### config.mk
export PLATFORM = sky130hd
export DESIGN_NAME = seq_pulse_gen
export DESIGN_NICKNAME = d
export VERILOG_FILES = /design/src/rtl/seq_pulse_gen_pkg.sv /design/src/rtl/seq_pulse_gen.sv
export SDC_FILE = /design/constraint.sdc
export NUM_CORES = 1
export LEC_CHECK = 0
export ABC_AREA = 0
export CORE_MARGIN = 2
export CORE_UTILIZATION = 42
export CTS_BUF_LIST = sky130_fd_sc_hd__clkbuf_8
export CTS_CLUSTER_DIAMETER = 60
export DETAILED_ROUTE_END_ITERATION = 7
export GPL_TIMING_DRIVEN = 0
export PLACE_DENSITY = 0.79
export SLEW_MARGIN = 25
export SYNTH_ARGS = -nofsm -noshare
export SYNTH_HDL_FRONTEND = slang
export SYNTH_SLANG_ARGS = --single-unit
### constraint.sdc
create_clock -name clk -period 1.1 [get_ports clk]
set_clock_uncertainty 0.2 [all_clocks]
set_input_delay 0.22 -clock clk [delete_from_list [all_inputs] [get_ports clk]]
set_output_delay 0.22 -clock clk [all_outputs]
set_load 0.1 [all_outputs]
### src/rtl/seq_pulse_gen_pkg.sv
// Shared definitions for the button-style sequence interface: the transmitter
// state encoding and the default detector pattern.
package seq_pulse_gen_pkg;

  typedef enum logic [1:0] {
    S_IDLE = 2'd0,
    S_EMIT = 2'd1,
    S_GAP  = 2'd2,
    S_DONE = 2'd3
  } seq_state_t;

  localparam logic [3:0] SEQ_1101 = 4'b1101;

  // Counter width for a modulus n, never narrower than one bit.
  function automatic int cnt_width(input int n);
    return (n > 1) ? $clog2(n) : 1;
  endfunction

endpackage

### src/rtl/seq_pulse_gen.sv
// Serialises a LEN-bit pattern, MSB first, into one-cycle p1/p0 pulses
// separated by GAP idle cycles; busy/done report progress to the controller.
module seq_pulse_gen
  import seq_pulse_gen_pkg::*;
#(
  parameter int LEN = 4,
  parameter int GAP = 2
) (
  input  logic           clk,
  input  logic           reset,
  input  logic           start,
  input  logic [LEN-1:0] pattern,
  output logic           p1,
  output logic           p0,
  output logic           busy,
  output logic           done
);

  localparam int BIT_W = cnt_width(LEN);
  localparam int GAP_W = cnt_width(GAP);
  localparam logic [BIT_W-1:0] LAST_BIT = BIT_W'(LEN - 1);
  localparam logic [GAP_W-1:0] LAST_GAP = GAP_W'((GAP > 0) ? GAP - 1 : 0);

  seq_state_t       state;
  logic [LEN-1:0]   shreg;
  logic [LEN-1:0]   shreg_next;
  logic [BIT_W-1:0] bit_cnt;
  logic [GAP_W-1:0] gap_cnt;

  // Pattern as it stands after the EMIT-exit shift; with GAP = 0 its MSB is
  // the bit emitted in the very next cycle.
  assign shreg_next = shreg << 1;

  // Outputs are registered: each branch sets them to the values they must
  // carry in the state being entered, so they line up with the state register.
  // NOTE: every register here uses <= so all branches see pre-edge values;
  // a blocking write would leak a new value into later reads in the same edge.
  always_ff @(posedge clk) begin
    if (reset) begin
      state   <= S_IDLE;
      shreg   <= '0;
      bit_cnt <= '0;
      gap_cnt <= '0;
      p1      <= 1'b0;
      p0      <= 1'b0;
      busy    <= 1'b0;
      done    <= 1'b0;
    end else begin
      p1   <= 1'b0;
      p0   <= 1'b0;
      done <= 1'b0;
      unique case (state)
        S_IDLE: begin
          if (start) begin
            shreg   <= pattern;
            bit_cnt <= '0;
            state   <= S_EMIT;
            p1      <= pattern[LEN-1];
            p0      <= ~pattern[LEN-1];
            busy    <= 1'b1;
          end
        end
        S_EMIT: begin
          shreg <= shreg_next;
          if (bit_cnt == LAST_BIT) begin
            state <= S_DONE;
            busy  <= 1'b0;
            done  <= 1'b1;
          end else if (GAP == 0) begin
            bit_cnt <= bit_cnt + 1'b1;
            state   <= S_EMIT;
            p1      <= shreg_next[LEN-1];
            p0      <= ~shreg_next[LEN-1];
          end else begin
            gap_cnt <= '0;
            state   <= S_GAP;
          end
        end
        S_GAP: begin
          gap_cnt <= gap_cnt + 1'b1;
          if (gap_cnt == LAST_GAP) begin
            bit_cnt <= bit_cnt + 1'b1;
            state   <= S_EMIT;
            p1      <= shreg[LEN-1];
            p0      <= ~shreg[LEN-1];
          end
        end
        S_DONE: begin
          state <= S_IDLE;
        end
      endcase
    end
  end

endmodule

## Yosys cells after proc, flatten, opt, wreduce, memory -nomap -nowiden

Cells that the tools add are included.
W data, S select, Z words.

| storage, ports and cells | value |
|---|---|
| flip-flop bits (word level) | 13 |
| output and inout port bits | 4 |
| bits of input ports | 7 |
| word-level logic and storage cells | 52 |

| operators by class | value |
|---|---|
| multiplexer cells | 21 |
| bitwise operators | 3 |
| reduce and logical (&&, ||, !) cells | 10 |
| eq/ne operators | 8 |
| $add $sub $neg | 2 |

Operator list:

| operator | number |
|---|---|
| $mux W1 | 9 |
| $mux W2 | 4 |
| $ne A2 B2 Y1 const B | 4 |
| $pmux W1 S2 | 4 |
| $pmux W2 S4 | 1 |
| $pmux W4 S2 | 1 |
| $eq A2 B2 Y1 const B | 3 |
| $reduce_and A2 Y1 | 3 |
| $reduce_and A3 Y1 | 2 |
| $reduce_bool A2 Y1 | 3 |
| $mux W4 | 1 |
| $pmux W2 S2 | 1 |
| $not A1 Y1 | 3 |
| $add A2 B1 Y2 const B | 1 |
| $eq A2 B1 Y1 const B | 1 |
| $logic_not A2 Y1 | 1 |
| $reduce_or A2 Y1 | 1 |
| $add A1 B1 Y1 const B | 1 |

## Depth between registers and ports, before layout

| depth | value |
|---|---|
| depth in word-level cells | 3 |
| mapped depth | 4 |

## Worst setup path before layout

Ideal clock, no wire load.

| timing path | value |
|---|---|
| kind | reg2reg |
| from | register, netlist name busy |
| to | register busy |
| setup time | 0.071 ns |
| buffers on the path | 0 |
| arrival | 1.285 ns |
| path slack | -0.456 ns |
| data required time | 0.829 ns |
| cell stages (with the launch flop) | 3 |
| path through | dfxtp_1 > o21ai_0 > a21oi_1 |

RTL lines:

| what | RTL line | source |
|---|---|---|
| end signal: assignment | seq_pulse_gen.sv:46 | `busy <= 1'b0;` |
| end signal: assignment | seq_pulse_gen.sv:60 | `busy <= 1'b1;` |
| end signal: assignment | seq_pulse_gen.sv:67 | `busy <= 1'b0;` |
| end: declaration | seq_pulse_gen.sv:15 | `output logic busy,` |

## Final worst setup path

| timing path | value |
|---|---|
| from | register state[1] |
| to | register p1 |

| on the way | value |
|---|---|
| longest elaborated chain between the ends | 2 |
| elaborated cells between the ends (all ways) | 3 |
| classes of those cells | eq/ne (1); mux (1); reduce/logical (1) |

RTL lines:

| what | RTL line | source |
|---|---|---|
| start: declaration | seq_pulse_gen.sv:24 | `seq_state_t state;` |
| start signal: assignment | seq_pulse_gen.sv:40 | `state <= S_IDLE;` |
| start signal: assignment | seq_pulse_gen.sv:57 | `state <= S_EMIT;` |
| start signal: assignment | seq_pulse_gen.sv:66 | `state <= S_DONE;` |
| $eq A2 B2 Y1 / $logic_not A2 Y1 (equally long branches) | seq_pulse_gen.sv:52 | `unique case (state)` |
| $pmux W1 S2 * | seq_pulse_gen.sv:52 |  |
| end signal: assignment | seq_pulse_gen.sv:58 | `p1 <= pattern[LEN-1];` |
| end signal: assignment | seq_pulse_gen.sv:72 | `p1 <= shreg_next[LEN-1];` |
| end signal: assignment | seq_pulse_gen.sv:84 | `p1 <= shreg[LEN-1];` |
| end: declaration | seq_pulse_gen.sv:13 | `output logic p1,` |

Mark *: on every way between the ends. The rest lies on a longest branch, timed or not.
A chain may end at the register's enable or synchronous reset.

==> metrics.sh <==
DRIVE_GT1_SHARE_PCT=51.14
POST_SYNTHESIS_CELLS=67
REPORT.FINAL.SETUP_VIOL=16
FP-ROW-COUNT=13
VIOLATIONS='setup timing'
CTS.HTREE.LEVELS=1
SYNTHESIS.AREA_PER_INSTANCE_UM2=8.964
NUMBER_OF_ANTENNA_VIOLATIONS_AT_THE_FIRST_CHECK_IN_GLOBAL_ROUTING=0
CLOCK_INSERTION_DELAY_WORST_SKEW_PS=240
WORST_SETUP_PATH_END_KIND='flop'
WORSTPATHARRIVAL_PS=1140
RUN_STATUS='finished, violations left'
MULTI_INPUT_AREA_UM2=375.4
FIRST_GLOBAL_VIAS=581
VIAS_PER_CELL=5.874
FF_LATCH_AREA_UM2=279.0
MIN_PATH_TYPE='in -> reg'
CELL_TYPE_OF_THE_SLOWEST_STAGE_ON_THE_WORST_TIMING_PATH='dfxtp_4'
DIE_AREA_UM2=1748
CLOCK_SINK_COUNT=13
DRC=0
FINAL.SETUP.WORST_SLACK_PS=-108.0
SYNTH_SEQUENTIAL_AREA_RATIO_PCT=43.33
WORST_SETUP_PATH_CLASS='reg -> reg'
CAP_VIOL_MAX_COUNT=0
CP-START-KIND='flop'
VIA_COUNT=605
NUMCTSBUFFERS=3
DP.FINAL_HPWL_UM=951.7
SYNTH.FF_LATCH_COUNT=13
CORE_REGION_AREA_UM2=1318
GRT-OVFL-TOTAL=0
CTS-ROOT-TO-SINK-BUFFERS=2
INITIAL_CORE_UTILIZATION_PCT=45.58
INSTANCES_NO_FILL=103
DP_SLACK_PS=-752.3
CRIT_FANOUT=8
DIEHEIGHT_UM=41.82
INSERTEDDIODECOUNT=0
SYNTHESIS.AREA_UM2=600.6
FIN_NETS=97
HOLD-WORST-SLACK_PS=88.27
YOSYSWARNINGS=0
PERIOD_MINUS_SLACK_PS=1208
ROUTED_WL_MM=1.757
PATH_CELLS='and2b_2 -> o2bb2a_4 -> nor3_2'
CRITICAL_PATH_REQUIRED_PS=1030
ANT_NETS=0
SLEW-LIMIT-HEADROOM_PCT=81.25
FIN_CRIT_SH_PCT=109.8
GP_CONGESTION=0.8719
HOLD_VIOL=0
TIMING.REG2REG.SETUP_SLACK_PS=-110
CTS_TREE='built'
REPORT.FINAL.SLEW_VIOL_COUNT=0
FLOW.AREA_GROWTH_FROM_SYNTHESIS_PCT=65.00
GRT.TOTAL_USAGE_PCT=20.97
CELLLEAKAGEPOWER_nW=0.3860
NFILLCELLS=69
IO_BUFFERS=10
CRITPATHMAXSTAGEDELAY_PS=410
FLOORPLAN.IO_PINS=11
CTS_HOLD_REPAIR.BUFFERS=0
DRT_PRE_ANTENNA_ITERS=4
TIMING.FMAX_MHz=827.8
MAX_SLEW.WORST_PIN.SLEW_PS=281.3
GRT_FIRST_PASS_WIRELENGTH_MM=2.787
CLK_TRANSITION_REPORTED_PATHS_PS=50
WL_PER_CELL_UM=17.06
DIE_X_UM=41.82
FIRST_ITER_VIOLATIONS=16
FINAL_CORE_AREA_UTILIZATION_PCT=75.21
SYNTH.NET_COUNT=75
RSZ0062_AT_GRT='yes'
PLACE_INST=92
IR_WORST_VDD_mV=0.5993
POWER_DENSITY_nW_PER_UM2=1288
SYNTH.DISTINCT_CELLS=30
GRT_MAX_DEGREE=11
ROOT_BUFFER='clkbuf_8'
==> cell usage in the layout, fill, tap and decap left out, types with 2 or more instances in the layout <==
cell	instances
nor3_1	2
inv_1	3
dfxtp_1	4
dfxtp_4	3
nor2_1	3
clkdlybuf4s50_1	3
o22ai_2	2
o21ai_0	2
a211oi_2	3
a31oi_1	2
nand2_1	3
clkbuf_8	3
nand2b_4	2
buf_4	6
a21oi_1	6
buf_12	4
nand3_1	3
dfxtp_2	6
==> worst paths after layout <==
path | startpoint | end | cells past startpoint
setup / recovery | state[1] | p1 | 3
hold / removal | reset | shreg[3] | 2
setup reg to reg | state[1] | p1 | 3
hold reg to reg | busy | busy | 2
==> synthesized netlist by cell type <==
master	n	area (um2)
dfxtp_1	13	260.3
nor4bb_1	1	10.01
nand3_1	3	15.01
a211oi_1	3	22.52
nand2b_1	2	12.51
buf_1	1	3.750
ha_1	1	12.51
a21o_1	1	7.510
o21ai_0	3	15.01
o22ai_1	3	18.77
o21bai_1	1	7.510
a31oi_1	2	12.51
nand3b_1	1	7.510
o2bb2ai_1	1	8.760
buf_2	1	5.000
and2b_1	1	7.510
inv_1	3	11.26
o22a_1	1	8.760
inv_2	2	7.510
nor2_1	4	15.01
buf_6	1	11.26
or2b_1	1	7.510
nand2_1	3	11.26
nor3_1	2	10.01
o211a_1	1	10.01
o21ba_2	1	10.01
o2bb2a_4	1	20.02
nor3_2	1	10.01
a21oi_1	7	35.03
nand4_1	1	6.260
==> metrics by stage <==
stage          setup TNS [ps]  power [mW]  area (um2)
4_1_cts                -863.4       1.241       934.6
6_report                -1065       1.276       991.0
2_1_floorplan          -136.8      0.7041       616.8
3_5_place_dp            -8640      0.7711       735.7
3_3_place_gp            -8615      0.7680       735.7
5_1_grt                 -1702       1.331       991.0
==> layer usage <==
metal	GRT usage, %	share of wire (%)	vias up
met5	0	0	-
met2	31.87	50	22
met4	10.32	1.7	0
met1	27.39	43	288
li1	-	-	291
met3	5.217	5.3	4
==> logic make-up (layout without fill, tap and decap cells) <==
family / count (synthesis) / count (layout) / synth area share [%]
adder cells (fa/ha/maj): 1 / 1 / 2.083
buffers and inverters: 8 / 29 / 6.457
flip-flops: 13 / 13 / 43.33
AND/OR/NAND/NOR: 20 / 20 / 18.75
AO/OA/AOI/OAI: 25 / 25 / 29.38
==> area by class of cell <==
type                    count  share of cell area [%]
plain buffers               3                   3.409
clock buffers               3                   4.167
clock inverters             1                  0.3788
inverters                   5                   2.652
multi-input cells          46                   37.88
flip-flops and latches     13                   28.16
well taps                  15                   1.894
repair buffers             17                   21.46
==> flip-flops by register name, summed over array words and instances, names as in the netlist <==
signal   flops
bit_cnt      2
gap_cnt      1
p0           1
shreg        4
state        2
done         1
p1           1
busy         1
==> critical path: cells and delay by family, from the launching register on <==
| kind | cells | cell delay (ps) |
|---|---|---|
| simple gates | 2 | 290 |
| flops | 1 | 410 |
| compound gates | 1 | 190 |
==> report_power, final <==
part           total [mW]  internal [mW]  switching (mW)
logic               0.324          0.157           0.167
clock network       0.411          0.246           0.165
registers           0.542          0.502          0.0395
total                1.28          0.905           0.371
==> what timing repair did <==
item | in CTS | in global routing
setup buffers | 4 | 1
gates resized for setup | 54 | 13
endpoints found under the setup margin | 17 | 17
pin swaps | 5 | 4
endpoints found under the hold margin | 0 | 0
cloned | 2 | 0
Power figures use the tool's default switching activity.
==> RTL edit 1: new RTL, same settings <==
Put one more register stage on the output `p0`, cleared by the reset. The value now appears one clock later. The other outputs are not delayed to match. Comments in the files are not updated.
--- a/src/rtl/seq_pulse_gen.sv
+++ b/src/rtl/seq_pulse_gen.sv
@@ -21,6 +21,8 @@
   localparam logic [BIT_W-1:0] LAST_BIT = BIT_W'(LEN - 1);
   localparam logic [GAP_W-1:0] LAST_GAP = GAP_W'((GAP > 0) ? GAP - 1 : 0);
 
+  logic p0_s0;
+
   seq_state_t       state;
   logic [LEN-1:0]   shreg;
   logic [LEN-1:0]   shreg_next;
@@ -42,12 +44,12 @@
       bit_cnt <= '0;
       gap_cnt <= '0;
       p1      <= 1'b0;
-      p0      <= 1'b0;
+      p0_s0   <= 1'b0;
       busy    <= 1'b0;
       done    <= 1'b0;
     end else begin
       p1   <= 1'b0;
-      p0   <= 1'b0;
+      p0_s0 <= 1'b0;
       done <= 1'b0;
       unique case (state)
         S_IDLE: begin
@@ -56,7 +58,7 @@
             bit_cnt <= '0;
             state   <= S_EMIT;
             p1      <= pattern[LEN-1];
-            p0      <= ~pattern[LEN-1];
+            p0_s0   <= ~pattern[LEN-1];
             busy    <= 1'b1;
           end
         end
@@ -70,7 +72,7 @@
             bit_cnt <= bit_cnt + 1'b1;
             state   <= S_EMIT;
             p1      <= shreg_next[LEN-1];
-            p0      <= ~shreg_next[LEN-1];
+            p0_s0   <= ~shreg_next[LEN-1];
           end else begin
             gap_cnt <= '0;
             state   <= S_GAP;
@@ -82,7 +84,7 @@
             bit_cnt <= bit_cnt + 1'b1;
             state   <= S_EMIT;
             p1      <= shreg[LEN-1];
-            p0      <= ~shreg[LEN-1];
+            p0_s0   <= ~shreg[LEN-1];
           end
         end
         S_DONE: begin
@@ -92,5 +94,13 @@
     end
   end
 
+  always_ff @(posedge clk) begin
+    if (reset) begin
+      p0 <= '0;
+    end else begin
+      p0 <= p0_s0;
+    end
+  end
+
 endmodule
 
Check against the original RTL: not equivalent (a bounded check fails within 4 cycles, from zero or initial values and one cycle with reset high).
==> RTL edit 1 against the unedited design <==
  * The flow still finishes with violations (setup timing)
  * Worst setup slack got worse by 170 ps
  * Synthesized area fell by 1.5%
  * Cell area fell by 3.2%
  * Power rose by 6.3%
  * Die area fell by 1.3%
  * Global-route usage fell by 0.52 points
  * Sequential power rose by 4.2%
  * Critical path depth did not move
  * Routed wire length fell by 14%
  * Sequential cell count rose by 1
  * Final cell count fell by 0.97%
  * Count of clock-buffer cells in the layout rose by 1
  * Sequential share of layout area rose by 2.6 points
  * Critical path type unchanged
  * Critical endpoint is now p0_s0$_SDFF_PP0_
  * Highest routed layer unchanged
==> RTL edit 1: results (changes against the unedited design) <==
status=finished with violations; failing checks=setup timing; VDD IR max=0.00114 V (+90%); DP Worst Slack=-746 ps (+6.05 ps); synth warn=0 (unchanged); largest registers=shreg (4), bit_cnt (2), state (2); 1st-iter DRT viols=15 (-1); Worst Tran Pin Value=268 ps (-13.3 ps); sw frac=0.266 (-0.0251); Final Setup Violations=16 (unchanged); Area contributors post-synth=dfxtp_1, a21oi_1, nor2_1, buf_6, nand3b_1; clock-net power=512 uW (+25%); H-tree levels=1 (unchanged); Cell variety after synth=26 (-13%); NumNets Final=96 (-1.0%); grt met2 use=0.303 (-0.0156); Met2 Wirelength=749 um (-15%); DR vias=562 (-7.1%); largest net degree at the start of global routing=11 (unchanged); placed insts=89 (-3.3%); Post-synth top cells=dfxtp_1, nor2_1, a21oi_1; Worst Setup Slack, final=-278 ps (-170 ps); Synthesized Nets=72 (-4.0%); Tot GR Track Use=0.205 (-0.00520); hold_ws=202 ps (+114 ps); number of port buffers=10 (unchanged); GR Layer Usage met1=0.232 (-0.0415); worst-skew pair later-pin latency=250 ps; met1 WL=646 um (-15%); dpl cell area=722 sq um (-1.9%); first-pass GRT wire length=2530 um (-9.4%); Endpoint, Worst Hold=p0$_SDFF_PP0_; share of layout cells above drive strength 1=0.483 (-0.0286); WL/cell=14.8 um (-13%); metal3 WL=73 um (-22%); reg2reg end=p0_s0$_SDFF_PP0_; postcts setup bufs=9 (+5); setup TNS=-2850 ps (-1780 ps); ANT cells=0 (unchanged); adder-cell share of the synthesized area=0.0211 (+0.000308); Syn Inst Count=64 (-4.5%); hpwl dp=792 um (-17%); Hold Path Class=input port to flop; Fill cells=89 (+29%); Critical Path Fanout Max=7 (-1); Leak=0.000372 uW (-3.7%); GR Util met3=0.0913 (+0.0391); Compound-Gate Fraction of Synth Area=0.116 (-0.177); sequential-to-total area share from yosys stat=0.474 (+0.0402); P_seq=565 uW (+4.2%); drt total wl=1510 um (-14%); mux share of post-synthesis cell area=0.0169 (+0.0169); GP Congestion=0.796 (-8.7%); P_int=997 uW (+10%); vias in the first global route=569 (-2.1%); # resized after CTS=57 (+5.6%)
RTL edit 1: how the worst max path moves through the flow:
stage,depth (start not counted),start,endpoint
finish,3,state[1]$_SDFFE_PP0P_,p0_s0$_SDFF_PP0_
CTS,3,state[1]$_SDFFE_PP0P_,p0_s0$_SDFF_PP0_
global placement,1,busy$_SDFFE_PP0P_,busy
global route,4,state[0]$_SDFFE_PP0P_,shreg[1]$_SDFFE_PP0P_
floorplan,5,state[1]$_SDFFE_PP0P_,p0_s0$_SDFF_PP0_
detailed placement,1,busy$_SDFFE_PP0P_,busy
RTL edit 1: final cells by class:
cell class	count	area (sq um)	share of cell area
multi-input cells	45	334	0.348
flip-flops and latches	14	295	0.308
repair buffers	21	228	0.237
clock buffers	4	55.1	0.0574
plain buffers	2	25.0	0.0261
well taps	15	18.8	0.0196
inverters	1	3.75	0.00391
RTL edit 1: critical path, stage by stage, from the launching register on:
cell and delay, ps:
dfxtp_4 370, or3b_4 420, o22a_1 220, nor3_2 90
==> RTL edit 2: new RTL, same settings <==
Without the edit above. Change the parameter `LEN` from 4 to 2.
--- a/src/rtl/seq_pulse_gen.sv
+++ b/src/rtl/seq_pulse_gen.sv
@@ -3,7 +3,7 @@
 module seq_pulse_gen
   import seq_pulse_gen_pkg::*;
 #(
-  parameter int LEN = 4,
+  parameter int LEN = 2,
   parameter int GAP = 2
 ) (
   input  logic           clk,
Ports: changed (resized pattern); port bits go from 11 to 9. No check against the original RTL was run, so the function may have changed too.
==> RTL edit 2 against the unedited design <==
  * The flow still finishes with violations (setup timing)
  * Power is 19% lower
  * Synthesized area is 20% lower
  * Cell area shrank 28%
  * Synthesized cell count down 22%
  * First-iteration DRC count shrank 69%
  * Sequential cell count shrank 3
  * Critical path depth decreased by 2
  * Routed wire length decreased by 40%
  * Worst setup slack better by 35 ps
  * Final cell count is 24% lower
  * Count of clock-buffer cells in the layout unchanged
  * Largest power group unchanged
  * Highest routed layer unchanged
==> RTL edit 2: results (changes against the unedited design) <==
Synthesized Nets=57 (-24%); DRT Pass-1 Iters=2 (-2); failing checks=setup timing; NonClk Buf Share=0.221 (-0.0277); Final Setup Violations=6 (-10); largest registers=shreg (2), state (2); # resized after CTS=44 (-19%); Compound-Gate Fraction of Synth Area=0.218 (-0.0756); GR Util met3=0.107 (+0.0550); Fill cells=97 (+41%); adder-cell share of the synthesized area=0 (-0.0208); DP Worst Slack=-762 ps (-9.61 ps); Worst Setup Slack, final=-73.1 ps (+34.9 ps); count of non-CTS inverters in the layout=6 (+1); hpwl dp=624 um (-34%); multi-input gate count=32 (-30%); Util after Layout=0.660 (-0.0924); sequential share of cell area=0.302 (+0.0202); Avg Cell Area, Syn=9.26 sq um (+3.3%); share of layout cells above drive strength 1=0.453 (-0.0582); fin cells=78 (-24%); GP Congestion=0.717 (-18%); sequential-to-total area share from yosys stat=0.416 (-0.0177); Post-synth top cells=dfxtp_1, a21oi_1, inv_1, nor2_1, o21ai_0; Tot GR Track Use=0.188 (-0.0214); post-synthesis cell area=482 sq um (-20%); postcts setup bufs=1 (-3); metal3 WL=54 um (-42%); fraction of area in multi-input gates=0.363 (-0.0156); FF+latch count, synth=10 (-3); Leak=0.000313 uW (-19%); setup TNS=-343 ps (+722 ps); NumNets Final=71 (-27%); Slew HR=0.700 (-0.112); first-pass GRT wire length=1730 um (-38%); Area contributors post-synth=dfxtp_1, a21oi_1, buf_6, inv_1, nor2_1; Met2 Wirelength=517 um (-41%); 1st-iter DRT viols=5 (-11); placed insts=73 (-21%); Critical Path Fanout Max=2 (-6); clk cell area share=0.0579 (+0.0124); Cell variety after synth=23 (-23%); VDD IR max=0.00102 V (+70%); crit path DAT=750 ps (-390 ps); status=finished with violations; DR vias=420 (-31%); Clock transition at path regs=50 ps (about the same); Non-clk bufs=13 (-35%); CP max stage delay=340 ps (-70 ps); GR Layer Usage met1=0.193 (-0.0812)
RTL edit 2: cell types whose count changed after synthesis, sizes merged, moves of 2 or more:
cell,delta
dfxtp,-3
nand3,-3
nor2,+2
a211oi,-3
nand2b,-2
nand2,-3
o22ai,-3
mux2i,+2
a2bb2oi,+2
RTL edit 2: power breakdown:
group	switching (uW)	internal (uW)	total, uW
registers	32.2	389	421
clock network	137	239	376
logic	123	109	231
RTL edit 2: path summary, 6_finish.rpt:
path | start | to | slack, ps | cells past startpoint
setup reg to reg | state[0]$_SDFFE_PP0P_ | bit_cnt$_SDFFE_PP0P_ | -70 | 3
setup / recovery | busy$_SDFFE_PP0P_ | busy | -70 | 1
hold / removal | reset | state[0]$_SDFFE_PP0P_ | 170 | 2
hold reg to reg | shreg[0]$_SDFFE_PP0P_ | shreg[0]$_SDFFE_PP0P_ | 280 | 2
RTL edit 2: worst register-to-register path, delay by kind of cell, from the launching register on:
kind	cells	cell delay, ps
DFF	1	400
AOI/OAI and AO/OA	2	240
and+or+nand+nor	1	200
